$ cat src/rtl/simd_fetch_sequencer.sv
// Fetch sequencer: runs a program out of instruction BRAM over AXI4-Lite reads and
// hands each word to the SIMD core, bracketed by the START/STOP GPIO handshake.
module simd_fetch_sequencer #(
  parameter int unsigned       ADDR_W    = 32,
  parameter int unsigned       DATA_W    = 32,
  parameter int unsigned       N_INSTR   = 512,
  parameter logic [ADDR_W-1:0] BASE_ADDR = '0,
  parameter logic [3:0]        HALT_OP   = 4'hF
) (
  input  logic                      CLK,
  input  logic                      RSTN,
  input  logic                      START_SIGNAL,
  output logic                      STOP_SIGNAL,
  output logic [ADDR_W-1:0]         ARADDR,
  output logic                      ARVALID,
  input  logic                      ARREADY,
  input  logic [DATA_W-1:0]         RDATA,
  input  logic [1:0]                RRESP,
  input  logic                      RVALID,
  output logic                      RREADY,
  output logic [DATA_W-1:0]         INSTR,
  output logic                      INSTR_VALID,
  input  logic                      INSTR_READY,
  output logic [$clog2(N_INSTR):0]  PC,
  output logic                      ERR
);

  localparam int unsigned PC_W = $clog2(N_INSTR) + 1;
  localparam logic [PC_W-1:0] PC_END = PC_W'(N_INSTR);
  localparam logic [1:0] RESP_OKAY = 2'b00;

  typedef enum logic [2:0] {
    S_IDLE,
    S_ADDR,
    S_DATA,
    S_ISSUE,
    S_DONE
  } state_t;

  state_t state, state_nxt;

  logic              start_q;
  logic              start_arm;
  logic              start_pulse_c;

  logic              stop_nxt;
  logic [ADDR_W-1:0] araddr_nxt;
  logic              arvalid_nxt;
  logic              rready_nxt;
  logic [DATA_W-1:0] instr_nxt;
  logic              instr_valid_nxt;
  logic [PC_W-1:0]   pc_nxt;
  logic              err_nxt;

  logic [PC_W-1:0]   pc_inc;
  logic              halt_hit;
  logic              last_hit;

  // start_arm blocks a level held high across reset release from looking like an edge
  assign start_pulse_c = START_SIGNAL & ~start_q & start_arm;

  assign pc_inc   = (PC == PC_END) ? PC : PC + PC_W'(1);
  assign halt_hit = (INSTR[DATA_W-1 -: 4] == HALT_OP);
  assign last_hit = (pc_inc == PC_END);

  always_ff @(posedge CLK) begin
    if (!RSTN) begin
      start_q   <= 1'b0;
      start_arm <= 1'b0;
    end else begin
      start_q   <= START_SIGNAL;
      start_arm <= start_arm | ~START_SIGNAL;
    end
  end

  // State and registered outputs
  always_ff @(posedge CLK) begin
    if (!RSTN) begin
      state       <= S_IDLE;
      STOP_SIGNAL <= 1'b0;
      ARADDR      <= BASE_ADDR;
      ARVALID     <= 1'b0;
      RREADY      <= 1'b0;
      INSTR       <= '0;
      INSTR_VALID <= 1'b0;
      PC          <= '0;
      ERR         <= 1'b0;
    end else begin
      state       <= state_nxt;
      STOP_SIGNAL <= stop_nxt;
      ARADDR      <= araddr_nxt;
      ARVALID     <= arvalid_nxt;
      RREADY      <= rready_nxt;
      INSTR       <= instr_nxt;
      INSTR_VALID <= instr_valid_nxt;
      PC          <= pc_nxt;
      ERR         <= err_nxt;
    end
  end

  // Next-state and next-output logic
  always_comb begin
    state_nxt       = state;
    stop_nxt        = STOP_SIGNAL;
    araddr_nxt      = ARADDR;
    arvalid_nxt     = ARVALID;
    rready_nxt      = RREADY;
    instr_nxt       = INSTR;
    instr_valid_nxt = INSTR_VALID;
    pc_nxt          = PC;
    err_nxt         = ERR;

    case (state)
      S_IDLE: begin
        if (start_pulse_c) begin
          state_nxt   = S_ADDR;
          pc_nxt      = '0;
          err_nxt     = 1'b0;
          araddr_nxt  = BASE_ADDR;
          arvalid_nxt = 1'b1;
        end
      end

      S_ADDR: begin
        if (ARREADY) begin
          arvalid_nxt = 1'b0;
          rready_nxt  = 1'b1;
          state_nxt   = S_DATA;
        end
      end

      S_DATA: begin
        if (RVALID) begin
          rready_nxt = 1'b0;
          if (RRESP != RESP_OKAY) begin
            err_nxt   = 1'b1;
            stop_nxt  = 1'b1;
            state_nxt = S_DONE;
          end else begin
            instr_nxt       = RDATA;
            instr_valid_nxt = 1'b1;
            state_nxt       = S_ISSUE;
          end
        end
      end

      S_ISSUE: begin
        // HALT is still handed to the core; the run ends once it is accepted
        if (INSTR_READY) begin
          instr_valid_nxt = 1'b0;
          pc_nxt          = pc_inc;
          if (halt_hit || last_hit) begin
            stop_nxt  = 1'b1;
            state_nxt = S_DONE;
          end else begin
            araddr_nxt  = BASE_ADDR + ADDR_W'({pc_inc, 2'b00});
            arvalid_nxt = 1'b1;
            state_nxt   = S_ADDR;
          end
        end
      end

      S_DONE: begin
        if (!START_SIGNAL) begin
          stop_nxt  = 1'b0;
          state_nxt = S_IDLE;
        end
      end

      default: begin
        state_nxt       = S_IDLE;
        stop_nxt        = 1'b0;
        arvalid_nxt     = 1'b0;
        rready_nxt      = 1'b0;
        instr_valid_nxt = 1'b0;
      end
    endcase
  end

endmodule
$ cat config.mk
export PLATFORM = sky130hd
export DESIGN_NAME = simd_fetch_sequencer
export DESIGN_NICKNAME = d
export VERILOG_FILES = /design/src/rtl/simd_fetch_sequencer.sv
export SDC_FILE = /design/constraint.sdc
export NUM_CORES = 1
export LEC_CHECK = 0
export ABC_CLOCK_PERIOD_IN_PS = 3600
export CAP_MARGIN = 10
export CORE_ASPECT_RATIO = 0.9
export CORE_MARGIN = 10
export CORE_UTILIZATION = 48
export DETAILED_ROUTE_END_ITERATION = 8
export GPL_TIMING_DRIVEN = 0
export PLACE_DENSITY = 0.86
export SYNTH_ARGS = -nofsm -noshare
export SYNTH_HDL_FRONTEND = slang
export SYNTH_SLANG_ARGS = --single-unit
$ cat constraint.sdc
create_clock -name CLK -period 3.6 [get_ports CLK]
set_input_delay 0.72 -clock CLK [delete_from_list [all_inputs] [get_ports CLK]]
set_output_delay 0.72 -clock CLK [all_outputs]
set_load 0.02 [all_outputs]
Word-level counts from Yosys, hierarchy flattened:

Cells that the tools add are included.
W data, S select, Z words.

* register bits after elaboration: 84
* latch bits: 0
* bits in writable memories: 0
* memory bits (read-only): 0
* input port bits: 40
* memories kept: 0

* $add $sub $neg: 1
* multipliers: 0
* div/mod/pow operators: 0
* $lt $le $gt $ge: 0
* eq/ne operators: 16
* shifts and indexed selects: 0
* mux-type cells: 36
* bitwise logic cells: 10
* reductions and logical operators: 18

Operators with widths (number)
* $mux W32: 3
* $pmux W32 S2: 1
* $mux W10: 3
* $mux W3: 7
* $eq A10 B10 Y1 const B: 2
* $pmux W10 S2: 1
* $ne A2 B2 Y1 const B: 9
* $mux W1: 15
* $pmux W3 S5: 1
* $reduce_and A4 Y1: 3
* $add A10 B1 Y10 const B: 1
* $reduce_and A5 Y1: 2
* $reduce_and A3 Y1: 3
* $pmux W1 S4: 2
* $not A1 Y1: 7
* $eq A3 B2 Y1 const B: 2
* $pmux W1 S3: 2
* $reduce_and A6 Y1: 1
* $reduce_bool A2 Y1: 3
* $reduce_or A3 Y1: 2
* $eq A4 B4 Y1 const B: 1
* $reduce_or A2 Y1: 2
* $eq A3 B1 Y1 const B: 1
* $eq A3 B3 Y1 const B: 1
* 5 further kinds: 6

Logic depth before layout (Yosys ltp):

* depth in word-level cells: 7
* depth in mapped cells: 10
* gate-level depth less buffers: 8

Worst setup path after synthesis:

OpenSTA, ideal clock, no wires.

* kind: reg2reg
* start: register PC[0]
* end: register ARADDR[4]
* setup time: 0.123 ns
* arrival time: 2.237 ns
* data required time: 3.477 ns
* setup slack: 1.240 ns
* stages on the path, launching flop included: 10
* buffers on the path: 2
* period minus slack after synthesis: 2.360 ns
* path through: dfxtp_1 > buf_4 > inv_1 > ha_1 > or4_1 > mux2i_1 > nand3_2 > o21a_1 > buf_6 > mux2i_1

* longest elaborated chain between the ends: 6
* elaborated cells between the ends (all ways): 10

Ends and longest elaborated chain
* from (decl): RTL line 24 `output logic [$clog2(N_INSTR):0] PC,`
* from (signal assigned): RTL line 96 `PC <= pc_nxt;`
* $add A10 B1 Y10 or $eq A10 B10 Y1 (tied branches): RTL line 62 `assign pc_inc = (PC == PC_END) ? PC : PC + PC_W'(1);`
* $mux W10 (*): RTL line 62
* $eq A10 B10 Y1: RTL line 64 `assign last_hit = (pc_inc == PC_END);`
* $logic_or A1 B1 Y1: RTL line 152 `if (halt_hit || last_hit) begin`
* $ne A2 B2 Y1 (no line)
* $reduce_and A4 Y1 (no line)
* to (signal assigned): RTL line 91 `ARADDR <= araddr_nxt;`
* to (decl): RTL line 14 `output logic [ADDR_W-1:0] ARADDR,`

Mark *: on every way between the ends. The rest lies on a longest branch, timed or not. The select of a mux whose other input is x is not followed.
A chain may end at the register's enable or synchronous reset.

Worst setup path in the final report:

* start: register PC[0]
* end: register ARADDR[5]

The elaborated chain is that of the path after synthesis.

==> reports/results.tsv <==
stage	metric	value	unit
status	status	finished clean	
clocking	TritonCTS Buffers	9	
global_route	grt peak-use layer	met2	
flow_run	max-cap viol count	0	
critical_path	worst path cell trace	buf_4 -> inv_1 -> ha_1 -> or4_1 -> mux2i_1 -> nand3_2 -> o21a_1 -> buf_6 -> mux2i_1	
clocking	CTS tree	done	
synthesis	Synth top area share	0.3906	
timing	Final setup viols	0	
synthesis	Synth cell types	51	
clocking	Clk Latency, worst-skew pair	0.34	ns
global_route	vias in the first global route	3074	
clocking	hold bufs inserted after CTS	0	
critical_path	CP Max Fanout	10	
synthesis	mean post-synth cell area	7.985	µm²
timing	Tmin final	2.566	ns
clocking	Clock Sinks	62	
route	# DRC	0	
timing	RSZ-0062 raised after global routing	no	
placement	Final Wtd Congestion	0.8891	
route	Vias/cell	5.103	
timing	Tcrit/Tclk final	0.7127	
hold_path	Min-Delay Endpoint	INSTR[13]	
die	Row Count	28	
die	die area	10280	µm²
clocking	H-Tree Depth	3	
timing	Layout Skew	0.004785	ns
critical_path	Worst EP arrival	2.79	ns
power	Power Density	337.5	nW/µm²
power	worst vdd ir	0.0002640	V
critical_path	CP required	3.82	ns
layout	layout cells sized above 1	0.09830	
timing	final hold vios	0	
clocking	clock root cell	clkbuf_8	
critical_path	worst-path cell with the longest stage delay	or4_1	
synthesis	most common cell in the netlist	nand2_1	
layout	Design Area, Final	4532	µm²
synthesis	Synth area leaders	dfxtp_1 (39%), nand2_1 (11%), a21boi_0 (7.1%), buf_4 (5.7%), mux2i_1 (3.1%)	
critical_path	worst reg2reg path endpoint	ARADDR[5]	
die	Die Span Y	97.20	µm
global_route	met1 Resource Use GR	0.1971	
critical_path	CP Launch Type	flop	
clocking	Post-CTS Setup Inserts	0	
synthesis	Ys Warns	0	
clocking	clock tree buffer depth	2	
synthesis	Synth Flop Type	dfxtp_1	
die	IO Count	119	
timing	fin. max-slew vios	0	
route	via count	3159	
critical_path	CP endpoint kind	flop	
layout	Syn-to-layout area delta	42.60	%
die	Core Box Area	6516	µm²
global_route	GR Util met2	0.2975	
critical_path	cell mode on critical path	mux2i_1	
global_route	routing usage on met3	0.09350	
placement	Area after DPL	4320	µm²
global_route	All-Layer GR Usage	0.1780	
timing	fmax	389.7	MHz
layout	Net count, final	567	
synthesis	register area share after synthesis	0.3906	
global_route	largest net degree at the start of global routing	12	
route	wire per inst	15.28	µm
die	Die W	105.8	µm
synthesis	Mapped Area	3178	µm²
critical_path	worst setup path category	reg -> reg	
critical_path	Worst path max stage delay	0.52	ns
clocking	post-CTS resize count	0	
die	Initial Util	0.4877	
critical_path	R2R setup slack	1.03	ns
placement	DP HPWL	7219	µm
route	DR pass1 iterations	4	
synthesis	Mapped Cells	398	
power	leakage	1.617	nW
route	Post-Route WL	9458	µm
hold_path	min-delay worst type	reg -> reg	
critical_path	Worst Setup SP	PC[0]	
global_route	first-pass GRT wire length	15260	µm
clocking	clock slew seen by the registers of the worst setup and hold paths	0.07	ns
hold_path	worst hold path depth	2	
placement	number of port buffers	95	
timing	setup TNS	0	ns
route	initial DRC count	134	
global_route	total grt overflow	0	
layout	Ant. Diodes	0	
synthesis	number of synthesized register bits	62	
hold_path	hold path start	INSTR[13]	
route	antenna-violating nets left	0	
synthesis	leading area contributor after synthesis	dfxtp_1	
critical_path	Register-to-Register Path Depth	9	
global_route	initial antenna violation count	0	
synthesis	EDFF count, synth	0	
timing	Max transition margin	0.4734	
critical_path	r2r startpoint	PC[0]	
timing	Worst Tran Pin Value	0.7827	ns
layout	fillcell total	569	
synthesis	top cells by count, synth	nand2_1 (94), dfxtp_1 (62), a21boi_0 (30), buf_4 (24), clkbuf_1 (19)	
synthesis	ys async rst share	0	
-- logic make-up after synthesis --
| family | share of synthesized area |
|---|---|
| AO/OA/AOI/OAI | 0.1882 |
| XOR/XNOR | 0.02480 |
| adder cells (fa/ha/maj) | 0.007873 |
| buffers and inverters | 0.09882 |
| flip-flops | 0.3906 |
| multiplexers | 0.03150 |
| other | 0.001180 |
| AND/OR/NAND/NOR | 0.2571 |
-- worst max-delay path by stage --
| stage | depth (start not counted) | to | slack [ns] |
|---|---|---|---|
| floorplan | 9 | ARADDR[4] | 1.24 |
| global placement | 6 | INSTR[14] | 0.89 |
| detailed placement | 6 | INSTR[2] | 0.73 |
| CTS | 8 | STOP_SIGNAL | 1.06 |
| global route | 6 | INSTR[24] | 0.89 |
| finish | 9 | ARADDR[5] | 1.03 |
-- cells in the final DEF, fill, tap and decap left out, types with 3 or more instances in the layout --
master	instances
or4_1	3
a22oi_1	4
and2_1	6
buf_2	5
nand2b_1	3
nor2_1	12
or3_1	4
buf_4	24
nand2_1	94
nor3_1	8
o22ai_1	3
o21ai_0	16
a31oi_1	3
nand4_1	5
clkbuf_8	9
dfxtp_1	62
nand3_1	7
a21oi_1	12
mux2i_1	10
conb_1	22
clkinvlp_4	3
a21boi_1	5
nor2b_1	13
clkbuf_1	19
a21boi_0	30
inv_1	5
clkdlybuf4s50_1	95
xnor2_1	7
-- worst max-delay path, delay by kind of cell (launching register included) --
kind,cells,cell delay (ns)
AO/OA/AOI/OAI,1,0.20
adder cells (fa/ha/maj),1,0.34
buffers and inverters,3,0.41
flip-flops,1,0.39
multiplexers,2,0.45
AND/OR/NAND/NOR,2,0.66
-- sequential cells by signal, summed over array words and instances, names as in the netlist --
name and cells:
RREADY 1, INSTR 32, PC 10, start_arm 1
ARADDR 10, state 3, ERR 1, start_q 1
INSTR_VALID 1, ARVALID 1, STOP_SIGNAL 1
-- area by class of cell --
cell class                      instances  area, µm²  share of cell area
Buffer                                 51      295.3             0.06516
Timing Repair Buffer                   95      950.9              0.2098
Sequential cell                        62       1241              0.2739
Tap cell                               90      112.6             0.02485
Multi-Input combinational cell        301       1702              0.3755
Inverter                                5      18.77            0.004141
Clock buffer                            9      123.9             0.02733
Clock inverter                          6      87.58             0.01933
-- per-stage QoR --
stage          std cells  hold WS (ns)    util  total power, mW  setup WS, ns
2_1_floorplan        419        0.4376       -           0.8074         1.240
3_3_place_gp         604        0.4400  0.6630           0.8741        0.8920
3_5_place_dp         604        0.4443  0.6630           0.8757        0.7290
4_1_cts              619        0.4543  0.6955            1.538         1.062
5_1_grt              619        0.4813  0.6955            1.588        0.8860
6_report             619        0.4523  0.6955            1.529         1.034
-- where the power goes --
| part | total (mW) | switching (mW) | internal (mW) |
|---|---|---|---|
| sequential | 0.699 | 0.00658 | 0.693 |
| combinational | 0.164 | 0.0796 | 0.0847 |
| clock | 0.666 | 0.281 | 0.384 |
| total | 1.53 | 0.368 | 1.16 |
-- layer usage --
layer / share of wire / routed length (µm) / vias up
li1: - / - / 1562
met1: 0.39 / 3712 / 1449
met2: 0.48 / 4528 / 144
met3: 0.12 / 1180 / 4
met4: 0.0038 / 36 / 0
met5: 0 / 0 / -
No activity file was read; power rests on OpenSTA's default activity.
